### config.mk
export PLATFORM = sky130hd
export DESIGN_NAME = alarm_clock_controller
export DESIGN_NICKNAME = d
export VERILOG_FILES = /design/src/rtl/alarm_clock_controller.sv
export SDC_FILE = /design/constraint.sdc
export NUM_CORES = 1
export LEC_CHECK = 0
export ABC_AREA = 1
export BUFFER_PORTS_ARGS = -buffer_cell sky130_fd_sc_hd__buf_2
export CORE_AREA = 2 2 50 52
export DETAILED_ROUTE_END_ITERATION = 16
export DIE_AREA = 0 0 52 54
export PLACE_DENSITY = 0.67
export RECOVER_POWER = 25
export SYNTH_ARGS = -nofsm -noshare
export SYNTH_HDL_FRONTEND = slang
export SYNTH_SLANG_ARGS = --single-unit
### constraint.sdc
create_clock -name clock -period 1.4 [get_ports clock]
set_input_delay 0.28 -clock clock [delete_from_list [all_inputs] [get_ports clock]]
set_output_delay 0.28 -clock clock [all_outputs]
set_load 0.02 [all_outputs]
### src/rtl/alarm_clock_controller.sv
// Alarm-clock sequencing FSM: turns keypad digits and ALARM/TIME buttons into
// display selects, a shifting digit buffer, and one-cycle register load strobes.
//
// state            | meaning
// SHOW_TIME        | idle, display shows current time
// KEY_STORED       | digit just captured into key_buffer (shift strobe)
// KEY_WAITED       | waiting for the digit key to be released
// KEY_ENTRY        | entry in progress, waiting for next digit or a button
// SHOW_ALARM       | ALARM held, display shows alarm time
// SET_ALARM_TIME   | one-cycle alarm register load
// SET_CURRENT_TIME | one-cycle current-time register load
module alarm_clock_controller #(
    parameter int unsigned DIGITS      = 1,
    parameter int unsigned TIMEOUT_SEC = 10,
    parameter logic [3:0]  NOKEY       = 4'hA
) (
    input  logic                  clock,
    input  logic                  reset_n,
    input  logic                  one_second,
    input  logic [3:0]            key,
    input  logic                  alarm_button,
    input  logic                  time_button,
    output logic [4*DIGITS-1:0]   key_buffer,
    output logic                  show_a,
    output logic                  show_new_time,
    output logic                  load_new_a,
    output logic                  load_new_c,
    output logic                  shift
);

    typedef enum logic [2:0] {
        SHOW_TIME,
        KEY_STORED,
        KEY_WAITED,
        KEY_ENTRY,
        SHOW_ALARM,
        SET_ALARM_TIME,
        SET_CURRENT_TIME
    } state_t;

    localparam logic [7:0] TIMEOUT_CNT = TIMEOUT_SEC[7:0];

    state_t               state;
    state_t               state_next;
    logic [7:0]           timer;
    logic                 timeout;
    logic                 counting;
    logic                 digit;
    logic [4*DIGITS-1:0]  buffer_next;

    // Codes above 9 are treated exactly like the idle code.
    assign digit    = (key <= 4'd9) && (key != NOKEY);
    assign timeout  = (timer == TIMEOUT_CNT);
    assign counting = (state == KEY_WAITED) || (state == KEY_ENTRY);

    generate
        if (DIGITS == 1) begin : g_single
            assign buffer_next = key;
        end else begin : g_multi
            assign buffer_next = {key_buffer[4*DIGITS-5:0], key};
        end
    endgenerate

    always_ff @(posedge clock or negedge reset_n) begin
        if (!reset_n) begin
            state <= SHOW_TIME;
        end else begin
            state <= state_next;
        end
    end

    // Digit is captured on the edge entering KEY_STORED, so it is already
    // visible on key_buffer while shift is high.
    always_ff @(posedge clock or negedge reset_n) begin
        if (!reset_n) begin
            key_buffer <= '0;
        end else if (state_next == KEY_STORED) begin
            key_buffer <= buffer_next;
        end
    end

    always_ff @(posedge clock or negedge reset_n) begin
        if (!reset_n) begin
            timer <= 8'd0;
        end else if (!counting) begin
            timer <= 8'd0;
        end else if (one_second && !timeout) begin
            timer <= timer + 8'd1;
        end
    end

    always_comb begin
        state_next = state;
        case (state)
            SHOW_TIME: begin
                if (alarm_button) begin
                    state_next = SHOW_ALARM;
                end else if (digit) begin
                    state_next = KEY_STORED;
                end
            end
            KEY_STORED: begin
                state_next = KEY_WAITED;
            end
            KEY_WAITED: begin
                if (!digit) begin
                    state_next = KEY_ENTRY;
                end else if (timeout) begin
                    state_next = SHOW_TIME;
                end
            end
            KEY_ENTRY: begin
                if (alarm_button) begin
                    state_next = SET_ALARM_TIME;
                end else if (time_button) begin
                    state_next = SET_CURRENT_TIME;
                end else if (digit) begin
                    state_next = KEY_STORED;
                end else if (timeout) begin
                    state_next = SHOW_TIME;
                end
            end
            SHOW_ALARM: begin
                if (!alarm_button) begin
                    state_next = SHOW_TIME;
                end
            end
            SET_ALARM_TIME:   state_next = SHOW_TIME;
            SET_CURRENT_TIME: state_next = SHOW_TIME;
            default:          state_next = SHOW_TIME;
        endcase
    end

    always_comb begin
        show_a        = 1'b0;
        show_new_time = 1'b0;
        load_new_a    = 1'b0;
        load_new_c    = 1'b0;
        shift         = 1'b0;
        case (state)
            KEY_STORED: begin
                show_new_time = 1'b1;
                shift         = 1'b1;
            end
            KEY_WAITED:       show_new_time = 1'b1;
            KEY_ENTRY:        show_new_time = 1'b1;
            SHOW_ALARM:       show_a        = 1'b1;
            SET_ALARM_TIME:   load_new_a    = 1'b1;
            SET_CURRENT_TIME: load_new_c    = 1'b1;
            default: begin
                show_a        = 1'b0;
                show_new_time = 1'b0;
            end
        endcase
    end

endmodule

Yosys cells after proc, flatten, opt, wreduce, memory -nomap -nowiden

Cells that the tools add are included.
Widths: inputs -> output; s select.

Word-level logic and storage cells: 37
Output and inout bits: 9
Register bits after elaboration: 15

Order comparisons: 1
Equal/unequal tests: 10
Reductions and logical operators: 6
Multiplexer cells: 16
$add $sub $neg: 1

Operator list:

| cell                | number |
|---|---|
| $mux 3              | 8 |
| $mux 8              | 2 |
| $pmux 3 s5          | 1 |
| $eq 3x3->1 const B  | 3 |
| $add 8x1->8 const B | 1 |
| $eq 8x4->1 const B  | 1 |
| $eq 3x1->1 const B  | 2 |
| $eq 3x2->1 const B  | 2 |
| $mux 1              | 5 |
| $le 4x4->1 const B  | 1 |
| $ne 4x4->1 const B  | 1 |
| $logic_not 3->1     | 1 |
| $reduce_or 3->1     | 1 |
| $logic_and 1x1->1   | 2 |
| $ne 2x1->1 const B  | 1 |
| $logic_not 1->1     | 1 |
| $logic_or 1x1->1    | 1 |

Longest topological paths before layout

Gate-level depths: netlist (run 1).

Depth after elaboration: 7
Gate-level depth with buffers: 13

Worst setup path after synthesis (run 1)

No wires, ideal clock.

Path kind: reg-to-reg
From: reg timer[0]
To: reg key_buffer[0]
Arrival time: 1.380 ns
Data required time: 1.283 ns
Slack: -0.097 ns
Cell stages (with the launch flop): 12
Cells stage by stage: dfrtp_1 inv_1 ha_1 nand3_2 nor2_4 nor2_2 nor2_4 nand2_4 nor2_8 nand2_4 nand2_1 nand2_1

Cells in the longest elaborated chain, start to end: 7

Ends and longest elaborated chain:

| element                  | RTL line | text |
|---|---|---|
| start: declaration       | 45       | `logic [7:0] timer;` |
| start signal: assignment | 88       | `timer <= timer + 8'd1;` |
| $eq 8x4->1 (*)           | 53       | `assign timeout = (timer == TIMEOUT_CNT);` |
| $mux 3 (*)               | 108, 119 |  |
| $mux 3                   | 117      | `end else if (digit) begin` |
| $mux 3                   | 115      | `end else if (time_button) begin` |
| $mux 3                   | 113      | `if (alarm_button) begin` |
| $pmux 3 s5 (*)           | 94       | `case (state)` |
| net state_next[1]        | 44       | `state_t state_next;` |
| $eq 3x1->1 (*)           | 77       | `end else if (state_next == KEY_STORED) begin` |
| end signal: assignment   | 78       | `key_buffer <= buffer_next;` |
| end: declaration         | 23       | `output logic [4*DIGITS-1:0] key_buffer,` |

The timed path passes the listed nets; every way through them passes the cells marked *.
A chain may end at the register's enable or synchronous reset.

Worst setup path after layout (run 1)

From: reg state[1]
To: reg key_buffer[1]

Cells in the longest elaborated chain, start to end: 6

Ends and longest elaborated chain:

| element                  | RTL line | text |
|---|---|---|
| start: declaration       | 43       | `state_t state;` |
| start signal: assignment | 68       | `state <= state_next;` |
| $mux 3                   | 108, 119 |  |
| $mux 3                   | 117      |  |
| $mux 3                   | 115      |  |
| $mux 3                   | 113      |  |
| $pmux 3 s5 (*)           | 94       |  |
| net state_next[1]        | 44       |  |
| $eq 3x1->1 (*)           | 77       |  |

Marked as above.

==> flow_metrics.py, run 1 <==
metrics = {
    "critical_path": {
        "reg2reg_slack_ns": -0.14,
        "required_ns": 1.59,
        "crit_arrival_ns": 1.73,
        "critPathMaxStageDelay_ns": 0.39,
        "rr_worst_depth": 10,
        "crit_fanout": 5,
        "crit_top_cell": "nand2_2",
        "cp-end-kind": "flip-flop",
        "critPathLaunchType": "flip-flop",
        "path_cells": "inv_2, buf_12, nor2_4, nand2_2, nor2_1, nand2_2, nand2_4, nor2_8, nand3_1, nand2_1",
        "cp.buffers_inverters": 2,
        "crit_family": "simple AND/OR/NAND/NOR gates",
        "timing.rr.start": "state[1]",
        "crit_type": "reg -> reg",
        "rr_endpoint": "key_buffer[1]",
        "crit_slowest_cell": "dfrtp_1",
    },
    "sta": {
        "slew_headroom_pct": 44.4,
        "worst_pin_slew_ns": 0.834,
        "period_minus_slack_ns": 1.54,
        "postLayoutSetupSlackWorst_ns": -0.138,
        "rsz0062_at_grt": "yes",
        "hold_viol_final": 0,
        "skew_ns": 0.00121,
        "maxClockFrequency_ghz": 0.650,
        "finalCritPeriodShare_pct": 110,
        "setup_viol": 14,
        "final-max-slew-violation-count": 0,
        "setup_tns_ns": -1.12,
    },
    "floorplanning": {
        "core.rowCount": 18,
        "ioPinCount": 18,
        "start_util_pct": 41.4,
        "coreArea_sq_um": 2320,
        "dieArea_sq_um": 2810,
        "fp.dieH_um": 54,
        "die_width_um": 52,
    },
    "place": {
        "io_buffers": 17,
        "hpwlAfterDp_um": 1670,
        "gp_congestion": 0.825,
    },
    "clock_network": {
        "clock_path_buffers": 2,
        "h-tree-depth": 1,
        "clk_transition_reported_paths_ns": 0.09,
        "cts_made_buffers": 3,
        "clock-sinks": 15,
        "root_buffer": "clkbuf_4",
        "cts_tree": "done",
        "clk_latency_ns": 0.29,
    },
    "synth": {
        "synth_top_area_share_pct": 39.1,
        "syn-instance-count": 124,
        "synth_area_leaders": "dfrtp_1 (39%), nand2_1 (11%), nor2_1 (6.6%)",
        "syn_nets": 135,
        "yosysTopAreaCell": "dfrtp_1",
        "ys_ff_latch": 15,
        "ys_seq_area_share_pct": 39.1,
        "yosysWarningCount": 0,
        "synth.avg_cell_area_sq_um": 7.74,
        "syn-cell-area_sq_um": 960,
        "synth.distinct_cells": 22,
    },
    "grt": {
        "grt_pass1_wl_um": 4030,
        "grt_pass1_vias": 936,
        "grt_antenna_before_repair": 0,
        "grt_max_degree": 16,
        "use_met2_pct": 36.9,
        "grt_overflow_total": 0,
        "grt_usage_pct": 19.7,
        "grt_use_met1_pct": 22.2,
        "busiest_layer": "met2",
        "grt_use_met3_pct": 5.28,
    },
    "hold_path": {
        "worstHoldStart": "key[0]",
        "hold_depth": 3,
        "holdPathEnd": "key_buffer[0]",
        "hp-class": "in -> reg",
    },
    "flow_run": {
        "drv_cap": 0,
    },
    "route": {
        "num_vias": 1017,
        "ant_nets": 0,
        "drc": 0,
        "drt-vias-per-instance": 5.09,
        "drtIter0Drc": 10,
        "detail_route.wl_per_cell_um": 14.3,
        "drt-pass1-iter-count": 4,
        "wirelength_um": 2850,
    },
    "power_and_ir_drop": {
        "power_mw": 2.63,
        "p_per_area_nw_per_um2": 1760,
        "p_leak_nw": 0.726,
        "vdd_ir_drop_max_mv": 1.52,
    },
    "final_layout": {
        "num-nets-final": 182,
        "drive_gt1_share_pct": 57.1,
        "diodes": 0,
        "synthToLayoutAreaGrowth_pct": 55.3,
        "fill_cells": 193,
    },
    "run_status": {
        "outcome": "finished with violations",
        "violations": "setup timing",
    },
}
final cells by class:
| type | count | area (sq um) | share of cell area, % |
|---|---|---|---|
| clock buffers | 3 | 22.5 | 1.51 |
| flip-flops and latches | 15 | 378 | 25.4 |
| clock inverters | 1 | 5.00 | 0.336 |
| well taps | 30 | 37.5 | 2.52 |
| repair buffers | 42 | 325 | 21.8 |
| multi-input cells | 91 | 649 | 43.6 |
| inverters | 18 | 72.6 | 4.87 |
synthesized netlist by cell type:
library cell / instances
o31ai_1: 1
nor2_2: 3
nor2_4: 3
nor2_1: 17
nand4_1: 1
inv_1: 12
nand2_4: 3
inv_2: 6
nand3_1: 9
a41oi_2: 1
a21boi_4: 1
nor2_8: 1
o21ai_1: 3
ha_1: 2
nand2_2: 4
o21ai_0: 3
dfrtp_1: 15
nor3_1: 3
nand2_1: 28
o21ai_2: 2
a21oi_1: 5
nand3_2: 1
flip-flops by register name, summed over array words and instances (netlist names):
name / count
key_buffer: 4
state: 3
timer: 8
placed cells by master, fill, tap and decap left out, types with 4 or more instances in the layout:
cell type	Yosys	layout
nor2_4	3	8
buf_4	0	21
buf_2	0	11
o21ai_2	2	4
nand3_1	9	8
inv_2	6	8
nor2_1	17	12
nand2_1	28	20
dfrtp_1	15	13
nand2_2	4	10
buf_6	0	7
nand2_4	3	5
inv_1	12	9
per-layer routing:
metal	share of wire, %	vias up
met3	4.9	11
met5	0	-
met1	38	487
li1	-	487
met4	2.3	0
met2	55	32
power by group:
group	switching, mW	leakage, nW	internal, mW
Combinational	0.953	0.512	0.762
Sequential	0.108	0.197	0.547
Clock	0.151	0.0177	0.106
metrics by stage:
stage / utilization [%] / setup WS (ns) / std cells / cell area (sq um) / hold slack, ns
floorplan: - / -0.0591 / 124 / 965 / -0.0156
global placement: 50.1 / -0.110 / 181 / 1160 / 0.202
detailed placement: 50.1 / -0.134 / 181 / 1160 / 0.209
CTS: 58.3 / -0.137 / 197 / 1350 / 0.244
global route: 64.2 / -0.244 / 200 / 1490 / 0.265
finish: 64.2 / -0.138 / 200 / 1490 / 0.234
kinds of logic (layout without fill, tap and decap cells):
group / count (synthesis) / count (layout) / synth area share [%]
buffers and inverters: 18 / 64 / 7.04
AO/OA/AOI/OAI: 16 / 16 / 12.0
flip-flops: 15 / 15 / 39.1
adder cells (fa/ha/maj): 2 / 2 / 2.61
AND/OR/NAND/NOR: 73 / 73 / 39.2
worst max-delay path by stage:
stage          startpoint       endpoint  depth (start not counted)
2_1_floorplan    timer[0]  key_buffer[0]                         13
3_3_place_gp     timer[0]  key_buffer[2]                         13
3_5_place_dp     timer[0]  key_buffer[0]                         11
4_1_cts          timer[0]  key_buffer[0]                         13
5_1_grt          timer[0]       timer[7]                         12
6_report         state[1]  key_buffer[1]                         10
tightest hold or removal path: stages:
cell and delay, ns:
buf_2 0.07, nand3_1 0.07, nand2_1 0.07
timing repair:
action / 4_1_cts / 5_1_grt
buffers inserted: 11 / 4
setup endpoints to repair: 15 / 17
hold endpoints to repair: 15 / 0
pin swaps: 16 / 20
gates resized for setup: 18 / 34
hold buffers: 1 / 0
(Power assumes the default switching activity.)
==> run 2, diff against run 1 <==
Settings changed: CELL_PAD_IN_SITES_DETAIL_PLACEMENT set to 0, CELL_PAD_IN_SITES_GLOBAL_PLACEMENT set to 1, CORE_AREA 2 2 50 52 to 2 2 56 58, DIE_AREA 0 0 52 54 to 0 0 58 60, PLACE_DENSITY 0.67 to not set, PLACE_DENSITY_LB_ADDON set to 0.3.
==> run 2 against run 1 <==
Against the previous run:
- the flow still finishes with violations (setup timing)
- via count is 6.2% lower
- hold slack worse by 0.010 ns
- largest cell class unchanged
- highest routed layer unchanged
- sequential cell count stayed put
- utilization is 15 points lower
- worst setup slack worse by 0.0082 ns
- sequential share of layout area is 1.2 points higher
- largest power group unchanged
==> flow_metrics.py, run 2 (synthesis results as in run 1) <==
metrics = {
    "critical_path": {
        "required_ns": 1.60,
        "cp-end-kind": "flip-flop",
        "rr_worst_depth": 11,
        "crit_family": "simple AND/OR/NAND/NOR gates",
        "crit_fanout": 5,
        "path_cells": "inv_2, ha_4, nand3_2, nor2_4, nor2_2, nor2_4, nand2_4, nor2_8, nand2_4, nand2_1, nand2_1",
        "crit_slowest_cell": "dfrtp_1",
        "crit_arrival_ns": 1.75,
        "timing.rr.start": "timer[0]",
        "critPathLaunchType": "flip-flop",
        "critPathMaxStageDelay_ns": 0.40,
        "reg2reg_slack_ns": -0.15,
        "cp.buffers_inverters": 1,
        "rr_endpoint": "key_buffer[1]",
        "crit_type": "reg -> reg",
    },
    "run_status": {
        "violations": "setup timing",
        "outcome": "finished with violations",
    },
    "place": {
        "hpwlAfterDp_um": 1730,
        "gp_congestion": 0.790,
        "io_buffers": 17,
        "pre_cts_ws_ns": -0.159,
        "dp_cells": 188,
    },
    "final_layout": {
        "final_cell_mix": "buf_4 (23), nand2_1 (20), nor2_1 (14), dfrtp_1 (14), buf_2 (12)",
        "diodes": 0,
        "layout.cells.most_common": "buf_4",
        "fill_cells": 272,
        "synthToLayoutAreaGrowth_pct": 47.8,
        "regMostFlops": "timer",
        "drive_gt1_share_pct": 52.7,
        "largestRegisters": "timer (8), key_buffer (4), state (3)",
        "num-nets-final": 181,
        "fin_util_pct": 48.9,
        "final_cells": 202,
        "largest_reg_flops": 8,
    },
    "sta": {
        "final-max-slew-violation-count": 0,
        "period_minus_slack_ns": 1.55,
        "skew_ns": 0.00867,
        "postLayoutSetupSlackWorst_ns": -0.146,
        "slew_headroom_pct": 45.2,
        "hold_viol_final": 0,
        "finalCritPeriodShare_pct": 110,
        "worst_pin_slew_ns": 0.823,
        "setup_viol": 12,
        "maxClockFrequency_ghz": 0.647,
        "rsz0062_at_grt": "yes",
    },
    "floorplanning": {
        "die_width_um": 58,
        "start_util_pct": 33.1,
        "core.rowCount": 20,
        "fp.dieH_um": 60,
        "dieArea_sq_um": 3480,
        "ioPinCount": 18,
        "coreArea_sq_um": 2900,
    },
    "grt": {
        "grt_pass1_wl_um": 4000,
        "grt_pass1_vias": 935,
        "grt_max_degree": 16,
        "grt_antenna_before_repair": 0,
        "grt_usage_pct": 15.1,
        "grt_overflow_total": 0,
    },
    "clock_network": {
        "clk_transition_reported_paths_ns": 0.10,
        "clock-sinks": 15,
        "cts_tree": "done",
        "cts_made_buffers": 3,
        "root_buffer": "clkbuf_4",
        "clock_path_buffers": 2,
        "h-tree-depth": 1,
        "clk_latency_ns": 0.29,
    },
    "hold_path": {
        "holdPathEnd": "key_buffer[0]",
        "worstHoldStart": "key[0]",
        "hp-class": "in -> reg",
        "hold_depth": 3,
    },
    "power_and_ir_drop": {
        "p_per_area_nw_per_um2": 1690,
        "vdd_ir_drop_max_mv": 0.929,
        "combPwrFrac_pct": 62.1,
        "p_int_mw": 1.30,
        "p_switching_mw": 1.09,
        "p_leak_nw": 0.703,
        "power_frac_clock_pct": 11.1,
        "switching_share_pct": 45.7,
        "p_seq_share_pct": 26.8,
    },
    "route": {
        "drt-pass1-iter-count": 4,
        "wirelength_um": 2350,
        "ant_nets": 0,
        "drc": 0,
        "drt-vias-per-instance": 4.72,
        "num_vias": 954,
        "detail_route.wl_per_cell_um": 11.6,
        "drtIter0Drc": 21,
    },
    "flow_run": {
        "drv_cap": 0,
    },
}
==> run 2: worst max-delay path by stage <==
stage,from,to,cells past startpoint
finish,timer[0],key_buffer[1],11
global route,timer[0],key_buffer[2],13
CTS,timer[0],key_buffer[2],13
detailed placement,timer[0],key_buffer[2],13
global placement,timer[0],key_buffer[0],13
floorplan,timer[0],key_buffer[0],13
==> run 2: power by group through the flow <==
stage	clock (mW)	sequential (mW)	combinational, mW
floorplan	0	0.695	0.741
global placement	0	0.643	1.12
detailed placement	0	0.636	1.13
CTS	0.278	0.621	1.34
global route	0.299	0.655	1.63
finish	0.266	0.642	1.49
==> run 2: area by class of cell <==
cell class	count	area [sq um]	area share, %
multi-input combinational	91	609	42.9
sequential	15	377	26.5
timing repair buffer	41	292	20.5
inverter	18	70.1	4.94
tap	33	41.3	2.91
clock buffer	3	22.5	1.59
clock inverter	1	7.51	0.529
==> run 2: repair_timing <==
action | in CTS | in global routing
endpoints found under the setup margin | 15 | 18
pin swaps | 6 | 11
gates resized for setup | 12 | 22
endpoints found under the hold margin | 15 | 0
hold buffers | 1 | 0
buffers inserted | 7 | 2
==> run 2: tightest hold or removal path, cell delays in order <==
cell	delay, ns
buf_2	0.08
nand3_1	0.07
nand2_1	0.07
==> run 2: metal layers <==
layer  up-vias  share of wire (%)  GRT usage, %  wire, um
met3         4                4.6          5.19       109
met1       441                 41          16.6       955
li1        486                  -             -         -
met2        23                 53          27.1      1250
met5         -                  0             0         0
met4         0                1.2          4.98        27
==> run 2: metrics by stage <==
| step | power [mW] | setup TNS [ns] | hold slack (ns) | instance area [sq um] |
|---|---|---|---|---|
| final | 2.40 | -0.906 | 0.224 | 1420 |
| after global routing | 2.58 | -2.43 | 0.252 | 1420 |
| after CTS | 2.24 | -1.10 | 0.217 | 1320 |
| after detailed placement | 1.77 | -0.856 | 0.216 | 1200 |
| after global placement | 1.76 | -0.576 | 0.207 | 1200 |
| after floorplan | 1.44 | -0.243 | -0.0156 | 965 |
==> run 3, diff against run 2 <==
Settings changed: CORE_AREA 2 2 56 58 to 2 2 51 53, DIE_AREA 0 0 58 60 to 0 0 53 55.
Clock period 1.4 ns to 1.9 ns, I/O delays scaled along.
==> run 3 against run 2 <==
Against the previous run:
- the flow now finishes without violations
- global-route usage rose by 0.20 points
- power fell by 41%
- critical path type is now reg -> out
- sequential share of layout area rose by 7.1 points
- final area fell by 21%
- largest power group unchanged
- combinational power fell by 48%
- first-iteration DRC count fell by 48%
- sequential power fell by 28%
==> flow_metrics.py, run 3 (synthesis results as in run 1) <==
metrics = {
    "sta": {
        "maxClockFrequency_ghz": 0.612,
        "slew_headroom_pct": 44.1,
        "setup_viol": 0,
        "period_minus_slack_ns": 1.63,
        "skew_ns": 0.00328,
        "final-max-slew-violation-count": 0,
        "setup_tns_ns": 0,
        "worst_pin_slew_ns": 0.839,
        "hold_viol_final": 0,
        "rsz0062_at_grt": "no",
        "finalCritPeriodShare_pct": 86.0,
    },
    "clock_network": {
        "clk_latency_ns": 0.28,
        "root_buffer": "clkbuf_4",
        "clock_path_buffers": 2,
        "post_cts_resized": 0,
        "cts_tree": "done",
        "clk_transition_reported_paths_ns": 0.09,
        "cts_made_buffers": 3,
        "clock-sinks": 15,
        "h-tree-depth": 1,
    },
    "final_layout": {
        "final_cell_mix": "nand2_1 (28), nor2_1 (17), buf_2 (16), dfrtp_1 (15), inv_1 (12)",
        "final_cells": 176,
        "num-nets-final": 158,
        "diodes": 0,
        "largestRegisters": "timer (8), key_buffer (4), state (3)",
        "multi_input_area_sq_um": 517,
        "drive_gt1_share_pct": 30.1,
        "layout.cells.most_common": "nand2_1",
        "fin_util_pct": 47.2,
        "regMostFlops": "timer",
        "regArea_sq_um": 375,
        "largest_reg_flops": 8,
        "fill_cells": 248,
        "final_area_sq_um": 1120,
        "synthToLayoutAreaGrowth_pct": 16.4,
    },
    "critical_path": {
        "critPathMaxStageDelay_ns": 0.46,
        "crit_arrival_ns": 1.25,
        "cp-end-kind": "primary output",
        "required_ns": 1.52,
        "crit_slowest_cell": "dfrtp_1",
        "crit_family": "flip-flops",
        "crit_fanout": 5,
        "cp-startpoint": "state[0]",
        "path_cells": "inv_2, nand2_1, inv_1, nor2_1, buf_2",
        "crit_type": "reg -> out",
        "timing.rr.start": "timer[0]",
        "cp.buffers_inverters": 3,
        "critPathLaunchType": "flip-flop",
    },
    "place": {
        "io_buffers": 17,
        "hpwlAfterDp_um": 1530,
        "gp_congestion": 0.784,
        "dp_cells": 171,
        "place_area_sq_um": 1080,
    },
    "power_and_ir_drop": {
        "p_per_area_nw_per_um2": 1270,
        "p_leak_nw": 0.577,
        "power_mw": 1.42,
        "vdd_ir_drop_max_mv": 0.602,
    },
    "grt": {
        "grt_pass1_wl_um": 3210,
        "grt_antenna_before_repair": 0,
        "grt_max_degree": 16,
        "grt_usage_pct": 15.3,
        "grt_overflow_total": 0,
        "grt_pass1_vias": 745,
    },
    "floorplanning": {
        "dieArea_sq_um": 2920,
        "coreArea_sq_um": 2360,
        "ioPinCount": 18,
        "die_width_um": 53,
        "fp.dieH_um": 55,
        "core.rowCount": 18,
        "start_util_pct": 40.6,
    },
    "route": {
        "drtIter0Drc": 11,
        "drt-pass1-iter-count": 4,
        "ant_nets": 0,
        "drc": 0,
        "detail_route.wl_per_cell_um": 10.8,
        "wirelength_um": 1910,
        "drt-vias-per-instance": 4.75,
        "num_vias": 836,
    },
    "hold_path": {
        "worstHoldStart": "key[0]",
        "hp-class": "in -> reg",
    },
    "flow_run": {
        "drv_cap": 0,
    },
    "run_status": {
        "outcome": "finished, final reports clean",
    },
}
[run 3: layer usage]
layer / up-vias / part of all wire (%) / global-route usage [%]
met5: - / 0 / 0
met4: 0 / 0.68 / 6.41
met3: 2 / 3.2 / 3.23
met2: 11 / 48 / 25.0
met1: 378 / 48 / 19.7
li1: 445 / - / -
[run 3: path summary, 6_finish.rpt]
kind	to	slack (ns)	depth (start not counted)
worst max-delay path	show_new_time	0.27	5
worst min-delay path	key_buffer[0]	0.35	3
worst max register to register	key_buffer[2]	0.27	13
worst min register to register	key_buffer[3]	0.47	2
max in group asynchronous	timer[5]	0.67	2
min in group asynchronous	timer[0]	0.71	2
[run 3: power by group]
| group | total [mW] | internal (mW) | switching (mW) |
|---|---|---|---|
| clock | 0.180 | 0.0814 | 0.0991 |
| sequential | 0.462 | 0.399 | 0.0636 |
| combinational | 0.773 | 0.268 | 0.505 |
[run 3: final cells by class]
class / instances / share of cell area, %
clock buffer: 4 / 2.35
inverter: 18 / 6.05
multi-input combinational: 91 / 46.2
sequential: 15 / 33.6
tap: 30 / 3.36
timing repair buffer: 18 / 8.40
[run 3: per-stage QoR]
stage | setup slack [ns] | hold WS [ns]
final | 0.267 | 0.350
after global routing | 0.0529 | 0.361
after CTS | 0.249 | 0.339
after detailed placement | 0.284 | 0.313
after global placement | 0.302 | 0.308
after floorplan | 0.403 | 0.0844
[run 3: worst register-to-register path, stage by stage (launching register included)]
cell and delay [ns]:
dfrtp_1 0.41, inv_1 0.09, ha_1 0.18, nand2_1 0.06, nor2_1 0.10, nand2_2 0.08
nand2_1 0.07, nand2_1 0.06, nand2_2 0.07, nand2_4 0.07, nor2_8 0.15, nand2_4 0.07
nand2_1 0.06, nand2_1 0.05
[run 3: repair_timing]
item | CTS | global route
buffers inserted | 0 | 0
setup endpoints to repair | 0 | 0
hold endpoints to repair | 8 | 0
hold buffers | 1 | 0
